===== src/rtl/reg_dump_pkg.sv =====
// reg_dump_pkg: shared state encoding and default geometry for the register snapshot dumper.
package reg_dump_pkg;
  typedef enum logic [1:0] {IDLE = 2'd0, STREAM = 2'd1, DONE = 2'd2} dump_state_t;
  localparam int DEF_DATA_W = 32;
  localparam int DEF_NUM_REGS = 13;
  localparam int DEF_IDX_W = 5;
  localparam int DEF_CNT_W = 16;
  localparam int DEF_END_COUNT = 25;
endpackage


===== src/rtl/dump_cycle_counter.sv =====
// dump_cycle_counter: cycle counter that wraps (periodic) or saturates (one-shot) and raises auto fire.
module dump_cycle_counter
  import reg_dump_pkg::*;
#(
  parameter int CNT_W = DEF_CNT_W,
  parameter int END_COUNT = DEF_END_COUNT
) (
  input  logic             clk_i,
  input  logic             rst_i,
  input  logic             enable_i,
  input  logic             mode_i,
  output logic [CNT_W-1:0] cnt_o,
  output logic             fired_o,
  output logic             auto_fire_o
);
  localparam logic [CNT_W-1:0] TOP = CNT_W'(END_COUNT - 1);
  logic at_top;
  assign at_top = cnt_o == TOP;
  // one-shot mode only auto fires once; periodic fires on every wrap
  assign auto_fire_o = enable_i & at_top & (mode_i | ~fired_o);
  always_ff @(posedge clk_i or negedge rst_i)
    if (!rst_i) begin
      cnt_o <= '0;
      fired_o <= 1'b0;
    end else if (enable_i) begin
      cnt_o <= at_top ? (mode_i ? '0 : TOP) : cnt_o + 1'b1;
      if (auto_fire_o) fired_o <= 1'b1;
    end
endmodule


===== src/rtl/reg_snapshot_dumper.sv =====
// reg_snapshot_dumper: snapshots the register file on fire and streams it as (index, data) beats.
module reg_snapshot_dumper
  import reg_dump_pkg::*;
#(
  parameter int DATA_W = DEF_DATA_W,
  parameter int NUM_REGS = DEF_NUM_REGS,
  parameter int IDX_W = DEF_IDX_W,
  parameter int CNT_W = DEF_CNT_W,
  parameter int END_COUNT = DEF_END_COUNT
) (
  input  logic                       clk_i,
  input  logic                       rst_i,
  input  logic                       enable_i,
  input  logic                       mode_i,
  input  logic                       trig_i,
  input  logic [NUM_REGS*DATA_W-1:0] regs_flat_i,
  input  logic                       dump_ready_i,
  output logic                       dump_valid_o,
  output logic [IDX_W-1:0]           dump_idx_o,
  output logic [DATA_W-1:0]          dump_data_o,
  output logic                       dump_last_o,
  output logic                       busy_o,
  output logic                       done_o,
  output logic                       overrun_o,
  output logic [CNT_W-1:0]           cycle_cnt_o
);
  localparam logic [IDX_W-1:0] LAST_IDX = IDX_W'(NUM_REGS - 1);
  dump_state_t state;
  logic [DATA_W-1:0] shadow [NUM_REGS];
  logic fired, auto_fire, fire, hs, fin, capture, auto_dump;
  dump_cycle_counter #(.CNT_W(CNT_W), .END_COUNT(END_COUNT)) u_cnt (
    .clk_i(clk_i),
    .rst_i(rst_i),
    .enable_i(enable_i),
    .mode_i(mode_i),
    .cnt_o(cycle_cnt_o),
    .fired_o(fired),
    .auto_fire_o(auto_fire)
  );
  assign fire = auto_fire | (enable_i & trig_i);
  assign hs = dump_valid_o & dump_ready_i;
  assign fin = hs & dump_last_o;
  // a fire landing on the final handshake chains straight into the next dump
  assign capture = fire & ((state != STREAM) | fin);
  assign dump_data_o = dump_valid_o ? shadow[dump_idx_o] : '0;
  always_ff @(posedge clk_i)
    if (capture)
      for (int k = 0; k < NUM_REGS; k++) shadow[k] <= regs_flat_i[k*DATA_W +: DATA_W];
  always_ff @(posedge clk_i or negedge rst_i)
    if (!rst_i) begin
      state <= IDLE;
      dump_valid_o <= 1'b0;
      dump_idx_o <= '0;
      dump_last_o <= 1'b0;
      busy_o <= 1'b0;
      done_o <= 1'b0;
      overrun_o <= 1'b0;
      auto_dump <= 1'b0;
    end else begin
      if (capture) begin
        state <= STREAM;
        dump_valid_o <= 1'b1;
        busy_o <= 1'b1;
        dump_idx_o <= '0;
        dump_last_o <= LAST_IDX == '0;
        auto_dump <= auto_fire & ~mode_i;
      end else if (fin) begin
        state <= (~mode_i & fired) ? DONE : IDLE;
        dump_valid_o <= 1'b0;
        busy_o <= 1'b0;
        dump_idx_o <= '0;
        dump_last_o <= 1'b0;
      end else if (hs) begin
        dump_idx_o <= dump_idx_o + 1'b1;
        dump_last_o <= (dump_idx_o + 1'b1) == LAST_IDX;
      end
      if (fin & auto_dump) done_o <= 1'b1;
      if (fire & (state == STREAM) & ~fin) overrun_o <= 1'b1;
    end
endmodule


===== config.mk =====
export PLATFORM = sky130hd
export DESIGN_NAME = reg_snapshot_dumper
export DESIGN_NICKNAME = d
export VERILOG_FILES = /design/src/rtl/reg_dump_pkg.sv /design/src/rtl/dump_cycle_counter.sv /design/src/rtl/reg_snapshot_dumper.sv
export SDC_FILE = /design/constraint.sdc
export NUM_CORES = 1
export LEC_CHECK = 0
export ABC_CLOCK_PERIOD_IN_PS = 15200
export CAP_MARGIN = 20
export CORE_ASPECT_RATIO = 0.6
export CORE_UTILIZATION = 48
export CTS_CLUSTER_DIAMETER = 200
export DETAILED_ROUTE_END_ITERATION = 12
export PLACE_DENSITY = 0.87
export SYNTH_ARGS = -nofsm -noshare
export SYNTH_HDL_FRONTEND = slang
export SYNTH_HIERARCHICAL = 1
export SYNTH_SLANG_ARGS = --single-unit

===== constraint.sdc =====
create_clock -name clk_i -period 15.2 [get_ports clk_i]
set_clock_uncertainty 0.2 [all_clocks]
set_input_delay 2.28 -clock clk_i [delete_from_list [all_inputs] [get_ports clk_i]]
set_output_delay 2.28 -clock clk_i [all_outputs]
set_load 0.02 [all_outputs]

# == Word level (Yosys, flattened, before mapping) ==
# Memory sizes are Yosys's and may differ from the RTL's.
# Cells that the tools add are included.
# totals
register_bits,29
latch_bits,0
ram_bits,416
mem_bits_ro,0
input_bits,422
output_inout_bits,58
wordCells,52
n_memories,1
# classes
add_sub_neg,2
n_mul,0
n_div,0
n_lt_le_gt_ge,0
n_eq_ne,4
shifts,0
n_mux,16
bitwise,17
reduce_logical,3
# memory_table
memory,depth,width,rd,rd_clocked_by_memory_dff,write_ports,line_no,rtl
shadow,13,32,1,0,13,reg_snapshot_dumper.sv:29,logic [DATA_W-1:0] shadow [NUM_REGS];
# op_table
operator,count
two-way mux 32 bit,1
two-way mux 5 bit,4
"adder 16 x 1 -> 16 bit, second input constant",1
"equality test 16 x 5 -> 1 bit, second input constant",1
two-way mux 16 bit,1
AND 1 bit,11
two-way mux 1 bit,7
two-way mux 2 bit,3
"adder 5 x 1 -> 5 bit, second input constant",1
"equality test 5 x 4 -> 1 bit, second input constant",1
inverter 1 bit,3
OR 1 bit,3
nonzero test 3 bit,1
"equality test 2 x 1 -> 1 bit, second input constant",1
"!= test 2 x 1 -> 1 bit, second input constant",1
AND reduction 2 bit,1
nonzero test 2 bit,1

# == Depth between registers and ports, before layout ==
# logic_depth
ltp_word,7
ltp_mapped,10
mapped_depth_nobuf,10

# == Modules after synthesis ==
# Netlist, hierarchy kept.
# by_module_without_submodules
module,n_inst,cells_each,area_per_inst_um2,seq_area_each_um2
reg_snapshot_dumper,1,706,16155.5,12767.2
dump_cycle_counter,1,81,878.3,425.4

# == Worst setup path before layout ==
# Ideal clock, no wire load.
# synth_timing
path_type,input to register
start,input port enable_i
end,"memory shadow[0][0] in the netlist's numbering, enable pin"
setup_ns,0.764
arrival_ns,10.830
t_required_ns,14.236
setup_slack_ns,3.406
path_stages,5
n_path_buf,0
path_cell_list,nand2_1 -> a21oi_1 -> a21o_1 -> o21ai_0 -> inv_1
# synth_lines
item,line_no,rtl
from (decl),reg_snapshot_dumper.sv:13,"input logic enable_i,"
to (decl),reg_snapshot_dumper.sv:29,

# == Worst setup path after layout ==
# layout_timing
start,register dump_idx_o[2]
end,output port dump_data_o[6]
# layout_via
elab_chain_cells,2
# layout_lines
item,line_no,rtl
from (decl),reg_snapshot_dumper.sv:19,"output logic [IDX_W-1:0] dump_idx_o,"
from (signal assigned),reg_snapshot_dumper.sv:74,dump_idx_o <= dump_idx_o + 1'b1;
memory read (13 x 32 bit),n/a,
two-way mux 32 bit,reg_snapshot_dumper.sv:45,assign dump_data_o = dump_valid_o ? shadow[dump_idx_o] : '0;
to (decl),reg_snapshot_dumper.sv:20,"output logic [DATA_W-1:0] dump_data_o,"
# Every way passes these cells.

==> reports/metrics.csv <==
metric,value,unit
status,completed,
layout cells sized above 1,0.147,
classification of the worst setup path,flip-flop to primary output,
wire length of the first global-routing pass,64600,microns
number of enable flip-flop cells after synthesis,416,
number of standard cells after synthesis,787,
average vias per placed instance,5.52,
cell at the root of the clock tree,clkbuf_16,
wire length reported by the detailed router,45500,microns
number of library cell types mapped by synthesis,44,
Netlist Area Pre-Place,17000,sq um
final critical-path setup slack,8.68,ns
Std-Cell Rows,53,
antenna violations before repair,17,
number of nets in the layout,1703,
mean instance size in the synthesized netlist,21.6,sq um
data required time of the worst path,12.72,ns
Synth top cells by count,"416 x edfxtp_1, 96 x mux4_2, 46 x a22oi_1",
clock-pin slew on the worst setup and hold paths,0.06,ns
Initial Utilization,0.487,
final worst-path cycle share,0.429,
number of remaining DRC errors,0,
"Min Clock Period, post-route",6.52,ns
CTS hold repair buffers,0,
full die area,36300,sq um
final hold vios,0,
final cell count without fillers,1781,
buffer depth of the longest clock path,3,
final total negative setup slack,0,ns
top area cells in the synthesized netlist,"edfxtp_1 73%, mux4_2 13%, dfrtp_1 4.1%",
Worst EP arrival,4.04,ns
number of sinks on the clock net,444,
Total Routing Usage GR,0.248,
achievable clock frequency,153,MHz
synthesized netlist net count,1213,
placed insts,1701,
leakage component of the power,7.83,nW
top-level I/O count,480,
vias post-DR,9830,
unrepaired setup endpoints after global routing,false,
grt ovf,0,
primary flip-flop cell chosen by synthesis mapping,edfxtp_1,
number of levels the H-tree was split into,2,
relative max-transition margin,0.308,
path class of the lowest-slack min-delay path,flip-flop to flip-flop,
Initial DRC Count,778,
CTS tree,done,
Area Overhead vs Synth,38.5,%
final setup violation count,0,
PostCTS Resize Cnt,0,
Horiz. Die Dim,245,microns
post-detailed-route count of antenna-violating nets,0,
# Max-Cap Violations,0,
fin. max-slew vios,0,
critical path peak fanout,41,
crit start category,flip-flop,
"count leader, synth",edfxtp_1,
largest net degree at the start of global routing,195,
Worst Max-Slew Pin Slew,1.04,ns
#FFs+latches synth,444,
insertion delay to the later sink of the worst-skew pair,0.53,ns
vias in the first global route,10500,
DP HPWL,31500,microns
die height,148,microns
worst setup slack before clock tree synthesis,8.89,ns
yosys synthesis warning count,6,
Worst R2R Setup Slack,10.71,ns
number of iterations in the first detailed-routing pass,5,
Routed wire per std cell,25.5,microns
async set-reset flop share out of synthesis,0.0631,
clock buffer count from CTS,41,
core box area,34900,sq um
postcts setup bufs,0,
Yosys top cell by area,edfxtp_1,
register area share after synthesis,0.774,
top cell type's share of synthesized area,0.733,
Power per Cell Area,145,nW/um^2
Port Buffers,479,
Routability Congestion,0.870,
type of element capturing the critical path,primary output,
worst supply voltage drop on vdd,0.111,mV
## flip-flops by register name, summed over array words and instances, names as in the netlist
name	count
u_cnt/cnt_o	16
done_o	1
u_cnt/fired_o	1
dump_last_o	1
auto_dump	1
overrun_o	1
state	2
shadow	416
dump_idx_o	5
## final cells by class
type | instances | area, sq um
Sequential cell | 444 | 13200
Fill cell | 2170 | 11400
Clock buffer | 58 | 1150
Tap cell | 467 | 584
Timing Repair Buffer | 489 | 4880
Multi-Input combinational cell | 295 | 3590
Inverter | 6 | 30.0
Clock inverter | 10 | 125
Antenna cell | 12 | 30.0
## report_power, final
part,switching [mW],internal [mW]
sequential,0.0564,1.38
clock,0.430,0.577
combinational,0.497,0.488
## layout by cell type, fill, tap and decap left out, drive strengths merged, types with 3 or more instances in the layout
cell and n:
bufinv 3, edfxtp 416, xnor2 9, dfrtp 28
nand2b 3, clkbuf 58, nor2 4, nand2 43
mux4 96, and3 6, buf 10, a22o 4
nand4 6, ha 4, clkdlybuf4s50 479, nand3 10
o21ai 6, inv 7, a22oi 62, xor2 3
diode 12, mux2 3, nor3b 3, a21oi 8
clkinv 6, nor3 4, mux2i 4, and4 3
a21o 3
## through the flow
step | instance area, sq um | hold WS [ns] | power [mW] | utilization
after global routing | 23600 | 0.300 | 3.55 | 0.675
after global placement | 22300 | 0.255 | 2.44 | 0.638
after detailed placement | 22300 | 0.261 | 2.45 | 0.638
after floorplan | 17000 | 0.249 | 2.02 | -
after CTS | 23600 | 0.275 | 3.46 | 0.674
final | 23600 | 0.281 | 3.43 | 0.675
## layer usage
metal | vias up | GRT usage | share of wire
li1 | 4273 | - | -
met1 | 4919 | 0.295 | 0.35
met2 | 535 | 0.413 | 0.50
met3 | 91 | 0.0882 | 0.11
met4 | 12 | 0.102 | 0.033
met5 | - | 0 | 0.0019
## logic make-up after synthesis
logic type	count (synthesis)	share of synthesized area
compound gates	89	0.0425
simple gates	87	0.0270
buf+inv	48	0.0156
mux	103	0.131
xor+xnor	12	0.00617
fa+ha+maj	4	0.00294
flops	444	0.774
## final timing paths
| check | from | end | cells after the start |
|---|---|---|---|
| hold reg to reg | overrun_o | overrun_o | 1 |
| min in group asynchronous | rst_i | u_cnt/cnt_o[0] | 2 |
| hold / removal | overrun_o | overrun_o | 1 |
| setup / recovery | dump_idx_o[2] | dump_data_o[6] | 5 |
| setup reg to reg | u_cnt/cnt_o[0] | shadow[10][21] | 10 |
| max in group asynchronous | rst_i | dump_idx_o[2] | 2 |
## worst max-delay path, stage by stage, from the launching register on
cell and delay [ns]:
dfrtp_4 0.87, buf_4 0.59, and3_2 0.97, a22oi_1 0.23
nand2_1 0.20, clkdlybuf4s50_1 0.63
No activity file was read; power rests on OpenSTA's default activity.
